## src/rtl/ex_mem_stage.sv

```systemverilog
// EX->MEM pipeline register: one-cycle capture of the ALU result and EX control, BEQ/BNE resolution,
// a sticky overflow exception with PC/value capture, and instruction/overflow performance counters.
module ex_mem_stage #(
  parameter int XLEN       = 64,
  parameter int REG_ADDR_W = 5,
  parameter int CNT_W      = 32
) (
  input  logic                  clk,
  input  logic                  rst,
  input  logic                  stall,
  input  logic                  flush,
  input  logic                  ex_valid,
  input  logic [XLEN-1:0]       ex_pc,
  input  logic [XLEN-1:0]       alu_result,
  input  logic                  alu_zero,
  input  logic                  alu_overflow,
  input  logic                  ex_trap_en,
  input  logic [XLEN-1:0]       ex_rs2_data,
  input  logic [REG_ADDR_W-1:0] ex_rd,
  input  logic                  ex_reg_write,
  input  logic                  ex_mem_read,
  input  logic                  ex_mem_write,
  input  logic                  ex_mem_to_reg,
  input  logic                  ex_branch,
  input  logic                  ex_branch_ne,
  input  logic [XLEN-1:0]       ex_br_target,
  input  logic                  exc_ack,
  output logic                  mem_valid,
  output logic [XLEN-1:0]       mem_pc,
  output logic [XLEN-1:0]       mem_alu_result,
  output logic [XLEN-1:0]       mem_store_data,
  output logic [REG_ADDR_W-1:0] mem_rd,
  output logic                  mem_reg_write,
  output logic                  mem_mem_read,
  output logic                  mem_mem_write,
  output logic                  mem_mem_to_reg,
  output logic                  pc_src,
  output logic [XLEN-1:0]       br_target,
  output logic                  exc_pending,
  output logic [XLEN-1:0]       exc_pc,
  output logic [XLEN-1:0]       exc_value,
  output logic [CNT_W-1:0]      instr_cnt,
  output logic [CNT_W-1:0]      ovf_cnt
);

  typedef enum logic {ST_NORMAL = 1'b0, ST_EXC = 1'b1} state_t;

  state_t                state_q, state_d;
  logic                  valid_q, valid_d;
  logic [XLEN-1:0]       pc_q, pc_d;
  logic [XLEN-1:0]       res_q, res_d;
  logic [XLEN-1:0]       sdata_q, sdata_d;
  logic [REG_ADDR_W-1:0] rd_q, rd_d;
  logic                  rw_q, rw_d;
  logic                  mr_q, mr_d;
  logic                  mw_q, mw_d;
  logic                  m2r_q, m2r_d;
  logic                  pc_src_q, pc_src_d;
  logic [XLEN-1:0]       br_tgt_q, br_tgt_d;
  logic                  exc_q, exc_d;
  logic [XLEN-1:0]       exc_pc_q, exc_pc_d;
  logic [XLEN-1:0]       exc_val_q, exc_val_d;
  logic [CNT_W-1:0]      icnt_q, icnt_d;
  logic [CNT_W-1:0]      ocnt_q, ocnt_d;

  logic take, trap, load, clear;

  assign take = ex_valid & ex_branch & (alu_zero ^ ex_branch_ne);
  assign trap = ex_valid & ex_trap_en & alu_overflow;

  always_comb begin
    state_d   = state_q;
    exc_d     = exc_q;
    exc_pc_d  = exc_pc_q;
    exc_val_d = exc_val_q;
    icnt_d    = icnt_q;
    ocnt_d    = ocnt_q;
    br_tgt_d  = br_tgt_q;
    pc_src_d  = 1'b0;
    load      = 1'b0;
    clear     = 1'b0;

    // Acknowledge is independent of flush/stall; it only matters while an exception is pending.
    if (state_q == ST_EXC && exc_ack) begin
      state_d = ST_NORMAL;
      exc_d   = 1'b0;
    end

    if (flush) begin
      clear = 1'b1;
    end else if (stall) begin
      clear = 1'b0;
    end else if (state_q == ST_EXC) begin
      clear = 1'b1;
    end else if (trap) begin
      clear     = 1'b1;
      exc_d     = 1'b1;
      exc_pc_d  = ex_pc;
      exc_val_d = alu_result;
      ocnt_d    = ocnt_q + CNT_W'(1);
      state_d   = ST_EXC;
    end else if (ex_valid) begin
      load     = 1'b1;
      icnt_d   = icnt_q + CNT_W'(1);
      pc_src_d = take;
      br_tgt_d = ex_br_target;
    end else begin
      clear = 1'b1;
    end

    valid_d = valid_q;
    pc_d    = pc_q;
    res_d   = res_q;
    sdata_d = sdata_q;
    rd_d    = rd_q;
    rw_d    = rw_q;
    mr_d    = mr_q;
    mw_d    = mw_q;
    m2r_d   = m2r_q;
    if (clear) begin
      valid_d = 1'b0;
      pc_d    = '0;
      res_d   = '0;
      sdata_d = '0;
      rd_d    = '0;
      rw_d    = 1'b0;
      mr_d    = 1'b0;
      mw_d    = 1'b0;
      m2r_d   = 1'b0;
    end else if (load) begin
      valid_d = 1'b1;
      pc_d    = ex_pc;
      res_d   = alu_result;
      sdata_d = ex_rs2_data;
      rd_d    = ex_rd;
      rw_d    = ex_reg_write;
      mr_d    = ex_mem_read;
      mw_d    = ex_mem_write;
      m2r_d   = ex_mem_to_reg;
    end
  end

  always_ff @(posedge clk or posedge rst) begin
    if (rst) begin
      state_q   <= ST_NORMAL;
      valid_q   <= 1'b0;
      pc_q      <= '0;
      res_q     <= '0;
      sdata_q   <= '0;
      rd_q      <= '0;
      rw_q      <= 1'b0;
      mr_q      <= 1'b0;
      mw_q      <= 1'b0;
      m2r_q     <= 1'b0;
      pc_src_q  <= 1'b0;
      br_tgt_q  <= '0;
      exc_q     <= 1'b0;
      exc_pc_q  <= '0;
      exc_val_q <= '0;
      icnt_q    <= '0;
      ocnt_q    <= '0;
    end else begin
      state_q   <= state_d;
      valid_q   <= valid_d;
      pc_q      <= pc_d;
      res_q     <= res_d;
      sdata_q   <= sdata_d;
      rd_q      <= rd_d;
      rw_q      <= rw_d;
      mr_q      <= mr_d;
      mw_q      <= mw_d;
      m2r_q     <= m2r_d;
      pc_src_q  <= pc_src_d;
      br_tgt_q  <= br_tgt_d;
      exc_q     <= exc_d;
      exc_pc_q  <= exc_pc_d;
      exc_val_q <= exc_val_d;
      icnt_q    <= icnt_d;
      ocnt_q    <= ocnt_d;
    end
  end

  assign mem_valid      = valid_q;
  assign mem_pc         = pc_q;
  assign mem_alu_result = res_q;
  assign mem_store_data = sdata_q;
  assign mem_rd         = rd_q;
  assign mem_reg_write  = rw_q;
  assign mem_mem_read   = mr_q;
  assign mem_mem_write  = mw_q;
  assign mem_mem_to_reg = m2r_q;
  assign pc_src         = pc_src_q;
  assign br_target      = br_tgt_q;
  assign exc_pending    = exc_q;
  assign exc_pc         = exc_pc_q;
  assign exc_value      = exc_val_q;
  assign instr_cnt      = icnt_q;
  assign ovf_cnt        = ocnt_q;

endmodule

```

## config.mk

```make
export PLATFORM = sky130hd
export DESIGN_NAME = ex_mem_stage
export DESIGN_NICKNAME = d
export VERILOG_FILES = /design/src/rtl/ex_mem_stage.sv
export SDC_FILE = /design/constraint.sdc
export NUM_CORES = 1
export LEC_CHECK = 0
export ABC_AREA = 1
export CAP_MARGIN = 20
export CELL_PAD_IN_SITES_DETAIL_PLACEMENT = 1
export CELL_PAD_IN_SITES_GLOBAL_PLACEMENT = 1
export CORE_AREA = 2 2 282 284
export CTS_CLUSTER_SIZE = 12
export DETAILED_ROUTE_END_ITERATION = 16
export DIE_AREA = 0 0 284 286
export PLACE_DENSITY_LB_ADDON = 0.08
export SETUP_SLACK_MARGIN = 0.15
export SLEW_MARGIN = 20
export SYNTH_ARGS = -nofsm -noshare
export SYNTH_HDL_FRONTEND = slang
export SYNTH_SLANG_ARGS = --single-unit
```

## constraint.sdc

```tcl
create_clock -name clk -period 21.5 [get_ports clk]
set_input_delay 4.3 -clock clk [delete_from_list [all_inputs] [get_ports clk]]
set_output_delay 4.3 -clock clk [all_outputs]
set_load 0.05 [all_outputs]
```

## After elaboration in Yosys (flattened, before gate mapping)

Index checks and enable logic that the tools add are counted.

- Register bits after elaboration: 461
- Bits of input ports: 276
- Output and inout port bits: 460
- Logic and storage cells: 75

- Add/subtract/negate cells: 2
- Multiplexer cells: 43
- Bitwise gates (word level): 9
- Reductions and logical operators: 4

Operator list:

| cell | number |
|---|---|
| $mux 64 | 6 |
| $add 32x1->32 const B | 2 |
| $mux 1 | 35 |
| $mux 5 | 2 |
| $reduce_and 5->1 | 1 |
| $and 1x1->1 | 4 |
| $not 1->1 | 4 |
| $reduce_and 4->1 | 1 |
| $reduce_bool 2->1 | 1 |
| $logic_and 1x1->1 | 1 |
| $xor 1x1->1 | 1 |

## Logic depth before layout (Yosys ltp)

- Word-level depth: 8
- Mapped depth: 11
- Mapped depth without buffers: 9

## Worst setup path after synthesis

OpenSTA, ideal clock, no wires.

- Path type: in2reg
- From: in stall
- To: reg exc_pc_q[34] (netlist: exc_pc[34])
- Library setup time: 0.130 ns
- Arrival time: 5.255 ns
- Setup slack: 16.115 ns
- Stages on the path: 10
- Cell sequence: buf_2 -> inv_2 -> nand2_2 -> nor2_4 -> nand2_1 -> buf_6 -> buf_6 -> buf_6 -> nand2_1 -> o21ai_1

- Longest elaborated chain between the ends: 2

Ends and longest elaborated chain:

| element | line | RTL |
|---|---|---|
| start, declared | 10 | `input logic stall,` |
| $not 1->1 (no source line) | n/a |  |
| $reduce_and 4->1 (no source line) | n/a |  |
| end signal, assigned | 176 | `exc_pc_q <= exc_pc_d;` |
| end, declared | 61 | `logic [XLEN-1:0] exc_pc_q, exc_pc_d;` |

Every way passes these cells.
A chain may end at the register's enable or synchronous reset.

==> impl_metrics.csv <==
group,metric,value,unit
logic_synthesis,syn_inst,1918,
floorplan,die_area,0.08122,mm^2
timing,max_slew_margin,26.45,%
critical_path,cp.required,22.09,ns
power_and_ir_drop,cellPowerDensity,98.24,mW/mm^2
floorplan,fp.dieW,284,um
power_and_ir_drop,switching_power,999.0,uW
timing,finalSetupTns,0,ns
logic_synthesis,synth.distinct_cells,28,
finish,num-nets-final,2891,
floorplan,die_h,286,um
clock_tree,cts_tree,"done",
grt,grt_usage,19.61,%
logic_synthesis,ys_top_cells_by_area,"dfrtp_1 (62%), nand2_1 (10%), o21ai_1 (4.7%)",
timing,fmaxAchievable,135.7,MHz
detailed_routing,drt_iter0_drc,769,
detailed_routing,drc,0,
place,io_buffers,735,
floorplan,core-area,0.07836,mm^2
detailed_routing,vias,16450,
power_and_ir_drop,power.share.combinational,27.7,%
finish,drive_gt1_share,4.996,%
job,drv_cap,0,
outcome,status,"finished, final reports clean",
logic_synthesis,netlist_area,0.01853,mm^2
grt,antenna_found_initial,12,
logic_synthesis,syn_nets,2196,
grt,grt_max_degree,209,
critical_path,cp_max_fo,109,
power_and_ir_drop,ir_drop,0.05727,mV
place,place.detailed.hpwl,59.35,mm
place,place_ws,13.24,ns
grt,overflow,0,
logic_synthesis,yosysSeqAreaShare,62.25,%
clock_tree,cts-root-buf,"clkbuf_16",
logic_synthesis,avgSynthCellArea,9.662,um^2
timing,maxSlewViolCount,0,
timing,period_minus_slack,7.371,ns
clock_tree,hold_buffers,0,
critical_path,crit_path_start_kind,"input pin",
power_and_ir_drop,power.leakage,0.01297,uW
place,place.gp.congestion,0.8121,
grt,grt_pass1_wl,120.9,mm
min_path,hold_class,"register to register",
clock_tree,cts_buffers,57,
critical_path,worstPathArrival,7.96,ns
clock_tree,clockBufferDepth,3,
timing,setup-violations-final,0,
grt,grt.met1_usage,22.70,%
clock_tree,htree_levels,2,
floorplan,initial_core_util,23.65,%
finish,syn_to_final_growth,55.32,%
timing,worst_pin_slew,1.103,ns
logic_synthesis,synth_largest_area_cell,"dfrtp_1",
power_and_ir_drop,internal_power,1829,uW
finish,final_common_cell,"clkdlybuf4s50_1",
grt,grt-busiest-layer,"met2",
clock_tree,postCtsSetupRepairBufs,0,
timing,worst_slack,14.13,ns
detailed_routing,drt-total-wl,81.63,mm
timing,skew,0.01887,ns
timing,rsz0062_at_grt,"false",
finish,final_cell_mix,"clkdlybuf4s50_1 (734), nand2_1 (517), dfrtp_1 (461)",
critical_path,endpoint_kind,"async pin",
detailed_routing,drtAntennaViolNets,0,
detailed_routing,vias_per_cell,4.427,
finish,fin_util,36.74,%
logic_synthesis,synth_top_cell_area_share,62.25,%
clock_tree,cts_resized,0,
grt,grtUsageMet3,6.555,%
logic_synthesis,ys_ff_latch,461,
floorplan,rows,103,
grt,first_global_vias,17610,
floorplan,ioPinCount,736,
power_and_ir_drop,p_sw_share,35.33,%
critical_path,critical_path_class,"input pin to async pin",
logic_synthesis,yosysWarningCount,0,
timing,fin_crit_sh,34.28,%
power_and_ir_drop,clockPowerShare,36.0,%
clock_tree,worstSkewPairLatency,0.62,ns
clock_tree,clk_transition_reported_paths,0.06,ns
clock_tree,cts.sinks,461,
timing,hold_viol,0,
detailed_routing,detail_route.first_pass.iterations,5,
grt,use_met2,34.87,%
detailed_routing,routedWlPerCell,21.97,um
power_and_ir_drop,seq_power_share,36.3,%
-- critical path, stage by stage --
cell and delay [ns]:
clkdlybuf4s50_1 0.49, inv_8 0.55, buf_4 0.74, buf_4 0.78
buf_4 0.86
-- synthesized netlist by cell type (all sizes together) --
cell / number
nor3: 2
ha: 2
nand2: 520
buf: 57
inv: 177
xor2: 13
a211oi: 1
xnor2: 15
dfrtp: 461
nor2: 83
a32o: 73
nand4: 11
o21ai: 261
nand3b: 28
nand3: 158
clkbuf: 56
-- per-layer routing --
metal | vias to the layer above | wire (um)
met5 | - | 67
met4 | 12 | 1762
met3 | 105 | 6375
met2 | 492 | 41680
met1 | 8185 | 31750
li1 | 7656 | -
-- layout make-up --
type | instances | area (um^2)
inverter | 177 | 676.9
clock inverter | 21 | 257.7
antenna | 4 | 10.01
sequential | 461 | 11540
tap | 1050 | 1314
fill | 8922 | 49570
multi-input combinational | 1167 | 5762
clock buffer | 87 | 1739
timing repair buffer | 749 | 7488
-- power groups by stage --
stage                     registers, uW  logic [uW]  clock network, uW
after floorplan                    1370         116                  0
after global placement             1040         789                  0
after detailed placement           1040         793                  0
after CTS                          1030         795               1050
after global routing               1040         821               1090
final                              1030         783               1020
-- final timing paths --
kind / start / to / slack (ns) / depth (start not counted)
max in group clk: alu_overflow / mem_pc[19] / 14.51 / 8
max: rst / instr_cnt[8] / 14.13 / 5
max reg2reg: state_q / mem_pc[19] / 18.20 / 7
min reg2reg: br_target[2] / br_target[2] / 0.47 / 2
min: br_target[2] / br_target[2] / 0.47 / 2
min in group asynchronous: rst / exc_pc[11] / 4.21 / 2
-- logic make-up after synthesis --
| group | after synthesis | synth area share, % |
|---|---|---|
| and+or+nand+nor | 802 | 18.49 |
| xor gates and xnor gates | 28 | 1.323 |
| buffers and inverters | 290 | 6.745 |
| adders and majority gates | 2 | 0.1350 |
| AOI/OAI and AO/OA | 335 | 11.05 |
| DFF | 461 | 62.25 |
-- through the flow --
step	std cells	power (uW)	cell area, um^2	hold WS [ns]
2_1_floorplan	1918	1489	18530	0.5104
3_3_place_gp	3604	1826	26780	0.4526
3_5_place_dp	3604	1833	26780	0.4583
4_1_cts	3712	2875	28770	0.4727
5_1_grt	3714	2946	28780	0.5016
6_report	3716	2828	28780	0.4682
Note: power is estimated with default switching activity, not from simulation.
